<file path="src/rtl/program_loader_pkg.sv">
// Shared definitions for the MiniAlu program loader: state encodings, stream
// field masks and the default program size limit.
package program_loader_pkg;

    localparam logic [2:0] LD_HDR_HI = 3'd0;
    localparam logic [2:0] LD_HDR_LO = 3'd1;
    localparam logic [2:0] LD_DATA   = 3'd2;
    localparam logic [2:0] LD_WRITE  = 3'd3;
    localparam logic [2:0] LD_CHECK  = 3'd4;
    localparam logic [2:0] LD_RUN    = 3'd5;
    localparam logic [2:0] LD_ERROR  = 3'd6;

    // Upper nibble of word byte 0 is reserved and must arrive as zero.
    localparam logic [7:0] LD_RSVD_MASK = 8'hF0;
    localparam int         LD_MAX_WORDS = 256;

    function automatic logic ld_accepting(input logic [2:0] state);
        return (state == LD_HDR_HI) || (state == LD_HDR_LO) ||
               (state == LD_DATA)   || (state == LD_CHECK);
    endfunction

endpackage

</file>
<file path="src/rtl/program_loader_if.sv">
// Byte-stream input, instruction RAM write port and CPU control of the loader.
interface program_loader_if #(
    parameter int ADDR_WIDTH  = 16,
    parameter int INSTR_WIDTH = 28
);
    logic [7:0]             iByte;
    logic                   iByteValid;
    logic                   oByteReady;
    logic                   oWriteEnable;
    logic [ADDR_WIDTH-1:0]  oWriteAddress;
    logic [INSTR_WIDTH-1:0] oInstruction;
    logic                   oCpuReset;
    logic                   oDone;
    logic                   oError;
    logic                   iReload;

    modport master (
        output iByte, iByteValid, iReload,
        input  oByteReady, oWriteEnable, oWriteAddress, oInstruction,
               oCpuReset, oDone, oError
    );

    modport slave (
        input  iByte, iByteValid, iReload,
        output oByteReady, oWriteEnable, oWriteAddress, oInstruction,
               oCpuReset, oDone, oError
    );
endinterface

</file>
<file path="src/rtl/program_loader_ffd.sv">
// Parameterized-width enable flop with asynchronous active-low reset; holds the
// loader state, instruction shift register and running checksum.
module program_loader_ffd #(
    parameter int               WIDTH       = 1,
    parameter logic [WIDTH-1:0] RESET_VALUE = '0
) (
    input  logic             Clock,
    input  logic             Reset,
    input  logic             enable_i,
    input  logic [WIDTH-1:0] d_i,
    output logic [WIDTH-1:0] q_o
);

    // NOTE: sequential state uses non-blocking assignments so every flop samples
    // pre-edge values regardless of process evaluation order.
    always_ff @(posedge Clock or negedge Reset) begin
        if (!Reset) begin
            q_o <= RESET_VALUE;
        end else if (enable_i) begin
            q_o <= d_i;
        end
    end

endmodule

</file>
<file path="src/rtl/program_loader.sv">
// Loads a counted, checksummed big-endian word stream into the MiniAlu
// instruction RAM and holds the CPU in reset until the program verifies.
module program_loader
    import program_loader_pkg::*;
#(
    parameter int ADDR_WIDTH  = 16,
    parameter int INSTR_WIDTH = 28,
    parameter int MAX_WORDS   = LD_MAX_WORDS
) (
    input  logic Clock,
    input  logic Reset,
    program_loader_if.slave bus
);

    localparam logic [15:0] MAX_N = 16'(MAX_WORDS);

    logic [2:0]             state_q, state_d;
    logic [19:0]            shift_q, shift_d;
    logic                   shift_en;
    logic [7:0]             csum_q, csum_d;
    logic                   csum_en;
    logic [15:0]            count_q, count_d;
    logic [15:0]            widx_q, widx_d, widx_inc;
    logic [1:0]             bidx_q, bidx_d;
    logic                   ready_q, ready_d;
    logic                   we_q, we_d;
    logic [ADDR_WIDTH-1:0]  addr_q, addr_d;
    logic [INSTR_WIDTH-1:0] instr_q, instr_d;
    logic                   cpu_reset_q, cpu_reset_d;
    logic                   done_q, done_d;
    logic                   error_q, error_d;
    logic                   accept;
    logic [15:0]            full_count;

    // ready_q mirrors the accepting states, so accept needs no state decode.
    assign accept     = bus.iByteValid && ready_q;
    assign full_count = {count_q[15:8], bus.iByte};
    assign widx_inc   = widx_q + 16'd1;

    program_loader_ffd #(.WIDTH(3), .RESET_VALUE(LD_HDR_HI)) u_state (
        .Clock(Clock), .Reset(Reset), .enable_i(1'b1), .d_i(state_d), .q_o(state_q)
    );

    program_loader_ffd #(.WIDTH(20)) u_shift (
        .Clock(Clock), .Reset(Reset), .enable_i(shift_en), .d_i(shift_d), .q_o(shift_q)
    );

    program_loader_ffd #(.WIDTH(8)) u_csum (
        .Clock(Clock), .Reset(Reset), .enable_i(csum_en), .d_i(csum_d), .q_o(csum_q)
    );

    // NOTE: every always_comb output gets a default first, so no path can
    // leave a signal unassigned and infer a latch.
    always_comb begin
        state_d     = state_q;
        shift_en    = 1'b0;
        shift_d     = {shift_q[11:0], bus.iByte};
        csum_en     = 1'b0;
        csum_d      = csum_q ^ bus.iByte;
        count_d     = count_q;
        widx_d      = widx_q;
        bidx_d      = bidx_q;
        we_d        = 1'b0;
        addr_d      = addr_q;
        instr_d     = instr_q;
        cpu_reset_d = cpu_reset_q;
        done_d      = done_q;
        error_d     = error_q;

        case (state_q)
            LD_HDR_HI: begin
                if (accept) begin
                    count_d = {bus.iByte, 8'h00};
                    state_d = LD_HDR_LO;
                end
            end
            LD_HDR_LO: begin
                if (accept) begin
                    count_d = full_count;
                    widx_d  = '0;
                    bidx_d  = '0;
                    if (full_count == 16'd0 || full_count > MAX_N) begin
                        state_d = LD_ERROR;
                        error_d = 1'b1;
                    end else begin
                        state_d = LD_DATA;
                    end
                end
            end
            LD_DATA: begin
                if (accept) begin
                    shift_en = 1'b1;
                    csum_en  = 1'b1;
                    if (bidx_q == 2'd0 && (bus.iByte & LD_RSVD_MASK) != 8'h00) begin
                        state_d = LD_ERROR;
                        error_d = 1'b1;
                    end else if (bidx_q == 2'd3) begin
                        // Only the opcode nibble of byte 0 survives in shift_q[19:16].
                        state_d = LD_WRITE;
                        we_d    = 1'b1;
                        addr_d  = ADDR_WIDTH'(widx_q);
                        instr_d = INSTR_WIDTH'({shift_q, bus.iByte});
                        bidx_d  = 2'd0;
                    end else begin
                        bidx_d = bidx_q + 2'd1;
                    end
                end
            end
            LD_WRITE: begin
                widx_d  = widx_inc;
                state_d = (widx_inc == count_q) ? LD_CHECK : LD_DATA;
            end
            LD_CHECK: begin
                if (accept) begin
                    if (bus.iByte == csum_q) begin
                        state_d     = LD_RUN;
                        cpu_reset_d = 1'b0;
                        done_d      = 1'b1;
                    end else begin
                        state_d = LD_ERROR;
                        error_d = 1'b1;
                    end
                end
            end
            LD_RUN, LD_ERROR: begin
                if (bus.iReload) begin
                    state_d     = LD_HDR_HI;
                    count_d     = '0;
                    widx_d      = '0;
                    bidx_d      = '0;
                    csum_en     = 1'b1;
                    csum_d      = 8'h00;
                    cpu_reset_d = 1'b1;
                    done_d      = 1'b0;
                    error_d     = 1'b0;
                end
            end
            default: state_d = LD_HDR_HI;
        endcase

        ready_d = ld_accepting(state_d);
    end

    always_ff @(posedge Clock or negedge Reset) begin
        if (!Reset) begin
            count_q     <= '0;
            widx_q      <= '0;
            bidx_q      <= '0;
            ready_q     <= 1'b1;
            we_q        <= 1'b0;
            addr_q      <= '0;
            instr_q     <= '0;
            cpu_reset_q <= 1'b1;
            done_q      <= 1'b0;
            error_q     <= 1'b0;
        end else begin
            count_q     <= count_d;
            widx_q      <= widx_d;
            bidx_q      <= bidx_d;
            ready_q     <= ready_d;
            we_q        <= we_d;
            addr_q      <= addr_d;
            instr_q     <= instr_d;
            cpu_reset_q <= cpu_reset_d;
            done_q      <= done_d;
            error_q     <= error_d;
        end
    end

    assign bus.oByteReady    = ready_q;
    assign bus.oWriteEnable  = we_q;
    assign bus.oWriteAddress = addr_q;
    assign bus.oInstruction  = instr_q;
    assign bus.oCpuReset     = cpu_reset_q;
    assign bus.oDone         = done_q;
    assign bus.oError        = error_q;

endmodule

</file>
<file path="src/flat_wrapper.sv">
// flat-port wrapper written by rule: the top's interface ports become plain ports
module program_loader_flat import program_loader_pkg::*;
#(
    parameter int ADDR_WIDTH  = 16,
    parameter int INSTR_WIDTH = 28,
    parameter int MAX_WORDS   = LD_MAX_WORDS
)
  (Clock, Reset, bus_iByte, bus_iByteValid, bus_iReload, bus_oByteReady, bus_oWriteEnable, bus_oWriteAddress, bus_oInstruction, bus_oCpuReset, bus_oDone, bus_oError);
  program_loader_if #(.ADDR_WIDTH(ADDR_WIDTH), .INSTR_WIDTH(INSTR_WIDTH)) bus_i ();
  input  logic Clock;
  input  logic Reset;
  input wire logic [$bits(bus_i.iByte)-1:0] bus_iByte;
  input wire logic [$bits(bus_i.iByteValid)-1:0] bus_iByteValid;
  input wire logic [$bits(bus_i.iReload)-1:0] bus_iReload;
  output wire logic [$bits(bus_i.oByteReady)-1:0] bus_oByteReady;
  output wire logic [$bits(bus_i.oWriteEnable)-1:0] bus_oWriteEnable;
  output wire logic [$bits(bus_i.oWriteAddress)-1:0] bus_oWriteAddress;
  output wire logic [$bits(bus_i.oInstruction)-1:0] bus_oInstruction;
  output wire logic [$bits(bus_i.oCpuReset)-1:0] bus_oCpuReset;
  output wire logic [$bits(bus_i.oDone)-1:0] bus_oDone;
  output wire logic [$bits(bus_i.oError)-1:0] bus_oError;
  assign bus_i.iByte = bus_iByte;
  assign bus_i.iByteValid = bus_iByteValid;
  assign bus_i.iReload = bus_iReload;
  assign bus_oByteReady = bus_i.oByteReady;
  assign bus_oWriteEnable = bus_i.oWriteEnable;
  assign bus_oWriteAddress = bus_i.oWriteAddress;
  assign bus_oInstruction = bus_i.oInstruction;
  assign bus_oCpuReset = bus_i.oCpuReset;
  assign bus_oDone = bus_i.oDone;
  assign bus_oError = bus_i.oError;
  program_loader #(.ADDR_WIDTH(ADDR_WIDTH), .INSTR_WIDTH(INSTR_WIDTH), .MAX_WORDS(MAX_WORDS)) u_core (.Clock(Clock), .Reset(Reset), .bus(bus_i));
endmodule
</file>
<file path="config.mk">
export PLATFORM = sky130hd
export DESIGN_NAME = program_loader_flat
export DESIGN_NICKNAME = d
export VERILOG_FILES = /design/src/rtl/program_loader_pkg.sv /design/src/rtl/program_loader_if.sv /design/src/rtl/program_loader_ffd.sv /design/src/rtl/program_loader.sv /design/src/flat_wrapper.sv
export SDC_FILE = /design/constraint.sdc
export NUM_CORES = 1
export LEC_CHECK = 0
export CORE_UTILIZATION = 35
export CTS_BUF_LIST = sky130_fd_sc_hd__clkbuf_8
export CTS_CLUSTER_DIAMETER = 100
export DETAILED_ROUTE_END_ITERATION = 7
export GPL_TIMING_DRIVEN = 1
export HOLD_SLACK_MARGIN = 0.05
export PLACE_DENSITY = 0.62
export REMOVE_ABC_BUFFERS = 1
export SYNTH_ARGS = -nofsm -noshare
export SYNTH_HDL_FRONTEND = slang
export SYNTH_SLANG_ARGS = --single-unit
</file>
<file path="constraint.sdc">
create_clock -name Clock -period 4.15 [get_ports Clock]
set_input_delay 0.83 -clock Clock [delete_from_list [all_inputs] [get_ports Clock]]
set_output_delay 0.83 -clock Clock [all_outputs]
set_load 0.02 [all_outputs]
</file>
==> flow_summary.yaml, run 1 <==
hold_path:
  min_delay_path_depth: 2
  min_path_type: "register to register"
  whs_endpoint: "u_core.u_shift.q_o[12]"
  min-delay-start: "u_core.u_shift.q_o[12]"
sta:
  fin_crit_ps: 2850
  fin_crit_sh_pct: 68.7
  setup_viol: 0
  final.setup.tns_ps: 0
  max_slew.worst_pin.slew_ps: 974
  maxClockFrequency_mhz: 351
  setup_repair_after_global_routing_missed_its_margin: "no"
  slew_viol_final: 0
  hold_viol_final: 0
  hold-worst-slack_ps: 475
  fin_skew_ps: 10.3
  slew-limit-headroom_pct: 35.0
detailed_routing:
  post-route-drc-count: 0
  drtAntennaViolNets: 0
  wl_um: 12000
  first_pass_iters: 4
  detail_route.vias_per_cell: 5.18
  routed_wire_length_per_instance_um: 15.3
  num_vias: 4049
  detail_route.iter0.violations: 199
setup_path:
  r2r_start: "u_core.widx_q[0]"
  timing.reg2reg.worst_path_depth: 8
  cp-end-kind: "register"
  worstSetupPathType: "primary input to register"
  arrival_ps: 3170
  max_fanout_on_critical_path: 31
  setup.worst_path.start_class: "primary input"
  ff2ff_setup_slack_ps: 1340
  r2r_end: "u_core.u_state.q_o[1]"
  cp_data_required_time_ps: 4470
placement:
  gpl.final_weighted_congestion: 0.891
  detailed_place_hpwl_um: 8320
  port_buffers: 60
global_route:
  antenna_violations_before_repair: 0
  maximum_number_of_pins_on_one_net_before_global_route_repair: 77
  grt_util_all_layers_pct: 16.4
  first_global_vias: 4126
  wire_length_of_the_first_global_routing_pass_um: 20800
  global_route_total_overflow: 0
finish:
  mostFrequentLayoutCells: "sky130_fd_sc_hd__dfrtp_1, sky130_fd_sc_hd__nand2_1, sky130_fd_sc_hd__clkdlybuf4s50_1"
  final_nets: 595
  layout-area-overhead-vs-synth_pct: 19.8
  layout-drive-gt1-share_pct: 16.0
  antennaDiodeCount: 0
  layout.cells.most_common: "sky130_fd_sc_hd__dfrtp_1"
clock_network:
  quantity_of_hold_fixing_buffers_added_after_cts: 0
  ctsHtreeMaxLevel: 4
  clock_latency_of_the_later_clocked_register_in_the_worst_skew_pair_ps: 440
  clkTransAtPathRegs_ps: 80
  clock_root_buffer: "sky130_fd_sc_hd__clkbuf_8"
  clock_path_buffers: 2
  cts.repair_timing.setup_buffer_count: 0
  numClockSinks: 114
  cts_repair_resize_count: 0
  tritoncts: "built"
  cts_inserted_buffers: 17
floorplanning:
  io-pin-count: 61
  initial_utilization_pct: 35.8
  die-height_um: 127
  placement_rows: 45
  die_w_um: 127
  floorplan.die_area_um2: 16000
  core_area_um2: 15100
yosys:
  yosys.area.top_type_share_pct: 51.6
  synth_sequential_area_ratio_pct: 52.6
  synth_enable_flop_cells: 0
  top_reg_cell_synth: "sky130_fd_sc_hd__dfrtp_1"
  synth-async-reset-ratio_pct: 100
  yosys.area.top_type: "sky130_fd_sc_hd__dfrtp_1"
  synth.cell_area_um2: 5430
  synth_warn: 0
  synth.lib_cells_used.distinct: 54
  synth.ff_latch_count: 114
  synthesized_area_divided_by_synthesized_cell_count_um2: 10.3
  synth_area_leaders: "sky130_fd_sc_hd__dfrtp_1, sky130_fd_sc_hd__mux2_2, sky130_fd_sc_hd__nand2_1, sky130_fd_sc_hd__xor2_1, sky130_fd_sc_hd__o21ai_0"
  syn_inst: 526
pwr:
  ir_drop_mv: 0.330
  powerDensity_nw_per_um2: 542
  power.leakage_uw: 0.00302
outcome:
  status: "finished, final reports clean"
run:
  maxCapViolations: 0
==> cell families (layout without fill, tap and decap cells) <==
kind of cell,Yosys count,in the layout,synth area share (%)
flops,114,114,52.6
fa+ha+maj,4,4,0.876
compound gates,90,90,10.6
mux,50,50,10.3
simple gates,197,197,16.5
buf+inv,37,104,3.62
xor+xnor,34,34,5.49
==> critical path, stage by stage <==
cell and delay (ps):
sky130_fd_sc_hd__clkdlybuf4s50_1 460, sky130_fd_sc_hd__nand3_1 330, sky130_fd_sc_hd__nor2_1 120, sky130_fd_sc_hd__and2_1 200, sky130_fd_sc_hd__nand2_2 330, sky130_fd_sc_hd__buf_4 450
sky130_fd_sc_hd__mux2_2 400
==> how the worst max path moves through the flow <==
stage,slack (ps),endpoint,startpoint
after detailed placement,860,u_core.bus.oInstruction[14],bus_iByteValid
after global routing,1120,u_core.u_state.q_o[1],u_core.widx_q[0]
after floorplan,700,u_core.bus.oInstruction[0],bus_iByteValid
final,1300,u_core.bus.oInstruction[14],bus_iByteValid
after CTS,1340,u_core.bus.oInstruction[14],bus_iByteValid
after global placement,980,u_core.bus.oInstruction[25],bus_iByteValid
==> synthesized netlist by cell type, drive strengths merged, types with 8 or more instances <==
cell    number
nor4         8
mux2        47
nand3       10
xnor2        8
nor2        34
nor3         9
clkbuf      15
nand2      108
a22o        10
and2         8
o31ai        8
dfrtp      112
buf         16
xor2        26
o21ai       39
a21oi        9
==> cell type report <==
class / count / area, µm²
Fill cell: 1439 / 8640
Clock buffer: 17 / 234
Tap cell: 188 / 235
Sequential cell: 114 / 2860
Multi-Input combinational cell: 375 / 2380
Inverter: 6 / 22.5
Timing Repair Buffer: 66 / 643
Clock inverter: 15 / 135
==> routing by layer <==
metal,part of all wire [%],GRT usage [%],up-vias
met1,49,21.2,1994
met2,46,25.8,87
met3,3.9,5.40,19
met5,0,0,-
met4,1.8,5.81,0
li1,-,-,1949
==> flip-flops by register name (all words and copies together) (netlist names) <==
name                      count
u_core.bus.oInstruction      28
u_core.u_shift.q_o           20
u_core.bus.oWriteAddress     16
u_core.count_q               16
u_core.widx_q                16
u_core.u_csum.q_o             8
u_core.u_state.q_o            3
u_core.bidx_q                 2
u_core.bus.oByteReady         1
u_core.bus.oCpuReset          1
u_core.bus.oDone              1
u_core.bus.oError             1
u_core.bus.oWriteEnable       1
==> per-stage QoR <==
stage / power (µW) / instances / util [%] / cell area, µm² / setup WS [ps]
4_1_cts: 3560 / 781 / 42.9 / 6500 / 1340
3_3_place_gp: 2530 / 749 / 40.5 / 6130 / 979
2_1_floorplan: 2250 / 495 / - / 5250 / 702
3_5_place_dp: 2570 / 749 / 40.5 / 6130 / 858
5_1_grt: 3780 / 781 / 42.9 / 6500 / 1120
6_report: 3530 / 781 / 42.9 / 6500 / 1300
==> power by group <==
group / switching [µW] / internal [µW]
Clock: 492 / 476
Sequential: 285 / 1360
Combinational: 518 / 395
Total: 1300 / 2230
Power figures use the tool's default switching activity.
==> run 2: changes to the inputs <==
--- a/config.mk
+++ b/config.mk
@@ -11,7 +11,7 @@
 export DETAILED_ROUTE_END_ITERATION = 7
 export GPL_TIMING_DRIVEN = 1
 export HOLD_SLACK_MARGIN = 0.05
-export PLACE_DENSITY = 0.62
+export PLACE_DENSITY = 0.64
 export REMOVE_ABC_BUFFERS = 1
 export SYNTH_ARGS = -nofsm -noshare
 export SYNTH_HDL_FRONTEND = slang
==> constraint.sdc (replaced) <==
create_clock -name Clock -period 2.5 [get_ports Clock]
set_input_delay 0.5 -clock Clock [delete_from_list [all_inputs] [get_ports Clock]]
set_output_delay 0.5 -clock Clock [all_outputs]
set_load 0.02 [all_outputs]
==> run 2 against run 1 <==
Effect of this change: register-to-register slack worse by 1200 ps; die area unchanged; hold slack better by 0.96 ps; utilization up 2.1 points; count of clock-buffer cells in the layout up 3; largest power group unchanged.
==> flow_summary.yaml, run 2 (synthesis results as in run 1) <==
finish:
  post-route-util_pct: 45.0
  mostFrequentLayoutCells: "sky130_fd_sc_hd__dfrtp_1, sky130_fd_sc_hd__nand2_1, sky130_fd_sc_hd__clkdlybuf4s50_1"
  largest_register_ff_count: 28
  final_nets: 624
  filler_cell_count: 1412
  layout.area.seq_um2: 2860
  layout-drive-gt1-share_pct: 20.5
  layout.cells.most_common: "sky130_fd_sc_hd__dfrtp_1"
  antennaDiodeCount: 0
  multi_input_area_um2: 2400
  layout-area-overhead-vs-synth_pct: 25.6
clock_network:
  clock_root_buffer: "sky130_fd_sc_hd__clkbuf_8"
  ctsHtreeMaxLevel: 4
  cts.repair_timing.setup_buffer_count: 0
  clock_latency_of_the_later_clocked_register_in_the_worst_skew_pair_ps: 440
  clkTransAtPathRegs_ps: 60
  clock_path_buffers: 2
  cts_inserted_buffers: 17
  numClockSinks: 114
  tritoncts: "built"
sta:
  setup_repair_after_global_routing_missed_its_margin: "yes"
  slew-limit-headroom_pct: 41.3
  setup_viol: 0
  hold_viol_final: 0
  maxClockFrequency_mhz: 423
  max_slew.worst_pin.slew_ps: 881
  fin_skew_ps: 10.8
  fin_crit_ps: 2360
  fin_crit_sh_pct: 94.6
  slew_viol_final: 0
global_route:
  global_route_total_overflow: 0
  first_global_vias: 4245
  wire_length_of_the_first_global_routing_pass_um: 21500
  antenna_violations_before_repair: 0
  grt_util_all_layers_pct: 17.1
  maximum_number_of_pins_on_one_net_before_global_route_repair: 62
floorplanning:
  die_w_um: 127
  io-pin-count: 61
  floorplan.die_area_um2: 16000
  core_area_um2: 15100
  die-height_um: 127
  placement_rows: 45
  initial_utilization_pct: 35.8
setup_path:
  worstSetupPathType: "register to register"
  endpoint: "u_core.u_state.q_o[1]"
  r2r_end: "u_core.u_state.q_o[1]"
  setup.worst_path.start: "u_core.widx_q[1]"
  max_fanout_on_critical_path: 7
  cp_data_required_time_ps: 2830
  arrival_ps: 2690
  setup.worst_path.start_class: "register"
  ff2ff_setup_slack_ps: 140
  cp-end-kind: "register"
  r2r_start: "u_core.widx_q[1]"
  timing.reg2reg.worst_path_depth: 8
pwr:
  power.leakage_uw: 0.00322
  share_comb_of_total_power_pct: 28.4
  seqPwrFrac_pct: 42.6
  design_power_total_uw: 6190
  clock_power_share_pct: 29.0
  switching_power_uw: 2140
  p_sw_share_pct: 34.5
  power_internal_uw: 4060
  powerDensity_nw_per_um2: 909
  ir_drop_mv: 0.325
placement:
  port_buffers: 60
  detailed_place_hpwl_um: 8700
  gpl.final_weighted_congestion: 0.868
detailed_routing:
  routed_wire_length_per_instance_um: 15.7
  detail_route.iter0.violations: 236
  first_pass_iters: 4
  post-route-drc-count: 0
  drtAntennaViolNets: 0
  detail_route.vias_per_cell: 5.19
  wl_um: 12700
  num_vias: 4200
outcome:
  status: "finished, final reports clean"
hold_path:
  min_path_type: "register to register"
run:
  maxCapViolations: 0
==> run 2: cell types whose count changed in the layout (fill, tap and decap cells not counted), moves of 2 or more <==
cell	delta
sky130_fd_sc_hd__and4_1	-2
sky130_fd_sc_hd__bufinv_16	+2
sky130_fd_sc_hd__clkinvlp_4	-5
sky130_fd_sc_hd__buf_4	+26
sky130_fd_sc_hd__clkinv_2	+2
sky130_fd_sc_hd__inv_6	-4
sky130_fd_sc_hd__clkbuf_8	+3
sky130_fd_sc_hd__buf_12	+2
==> run 2: final cells by class <==
type,count,share of cell area [%]
Tap cell,188,3.45
Clock inverter,11,2.00
Multi-Input combinational cell,375,35.2
Sequential cell,114,41.9
Clock buffer,20,4.04
Inverter,6,0.330
Timing Repair Buffer,95,13.0
==> run 2: worst min-delay path by stage <==
stage	from	endpoint	slack [ps]	depth (start not counted)
2_1_floorplan	Reset	u_core.bidx_q[0]	200	0
3_3_place_gp	Reset	u_core.bus.oWriteAddress[4]	440	1
3_5_place_dp	Reset	u_core.bus.oWriteAddress[6]	440	1
4_1_cts	u_core.u_shift.q_o[17]	u_core.u_shift.q_o[17]	490	2
5_1_grt	u_core.u_shift.q_o[13]	u_core.u_shift.q_o[13]	510	2
6_report	u_core.u_shift.q_o[17]	u_core.u_shift.q_o[17]	480	2
==> run 2: layer usage <==
layer | routed length, µm | track usage (%)
met4 | 266 | 7.37
met3 | 589 | 4.39
met1 | 5810 | 21.9
met5 | 0 | 0
met2 | 6020 | 27.5
==> run 2: stage by stage <==
| step | hold slack (ps) | TNS, ps | setup WS (ps) | cell area (µm²) | cells |
|---|---|---|---|---|---|
| after detailed placement | 444 | -475 | -72.6 | 6370 | 777 |
| final | 476 | 0 | 136 | 6820 | 809 |
| after CTS | 488 | 0 | 6.64 | 6790 | 809 |
| after global routing | 508 | -13.8 | -13.8 | 6820 | 809 |
| after global placement | 439 | -27.0 | -27.0 | 6370 | 777 |
| after floorplan | 204 | -33930 | -750 | 5250 | 495 |
==> run 2: critical path: stages (launching register included) <==
cell and delay [ps]:
sky130_fd_sc_hd__dfrtp_1 370, sky130_fd_sc_hd__ha_1 190, sky130_fd_sc_hd__and4_4 290, sky130_fd_sc_hd__nand4_1 190, sky130_fd_sc_hd__mux2_2 270, sky130_fd_sc_hd__o21ai_0 110
sky130_fd_sc_hd__nor4_2 320, sky130_fd_sc_hd__o2111ai_2 200, sky130_fd_sc_hd__a211o_1 310
==> run 2: power groups by stage <==
stage                     registers, µW  logic, µW  clock network [µW]
after floorplan                    2650       1090                   0
after global placement             2640       1660                   0
after detailed placement           2660       1730                   0
after CTS                          2630       1740                1840
after global routing               2690       2000                1920
final                              2640       1760                1790
==> run 2: timing repair <==
action | in CTS | in global routing
resized for setup | 0 | 9
setup endpoints to repair | 0 | 8
hold buffers | 1 | 0
hold endpoints to repair | 26 | 0
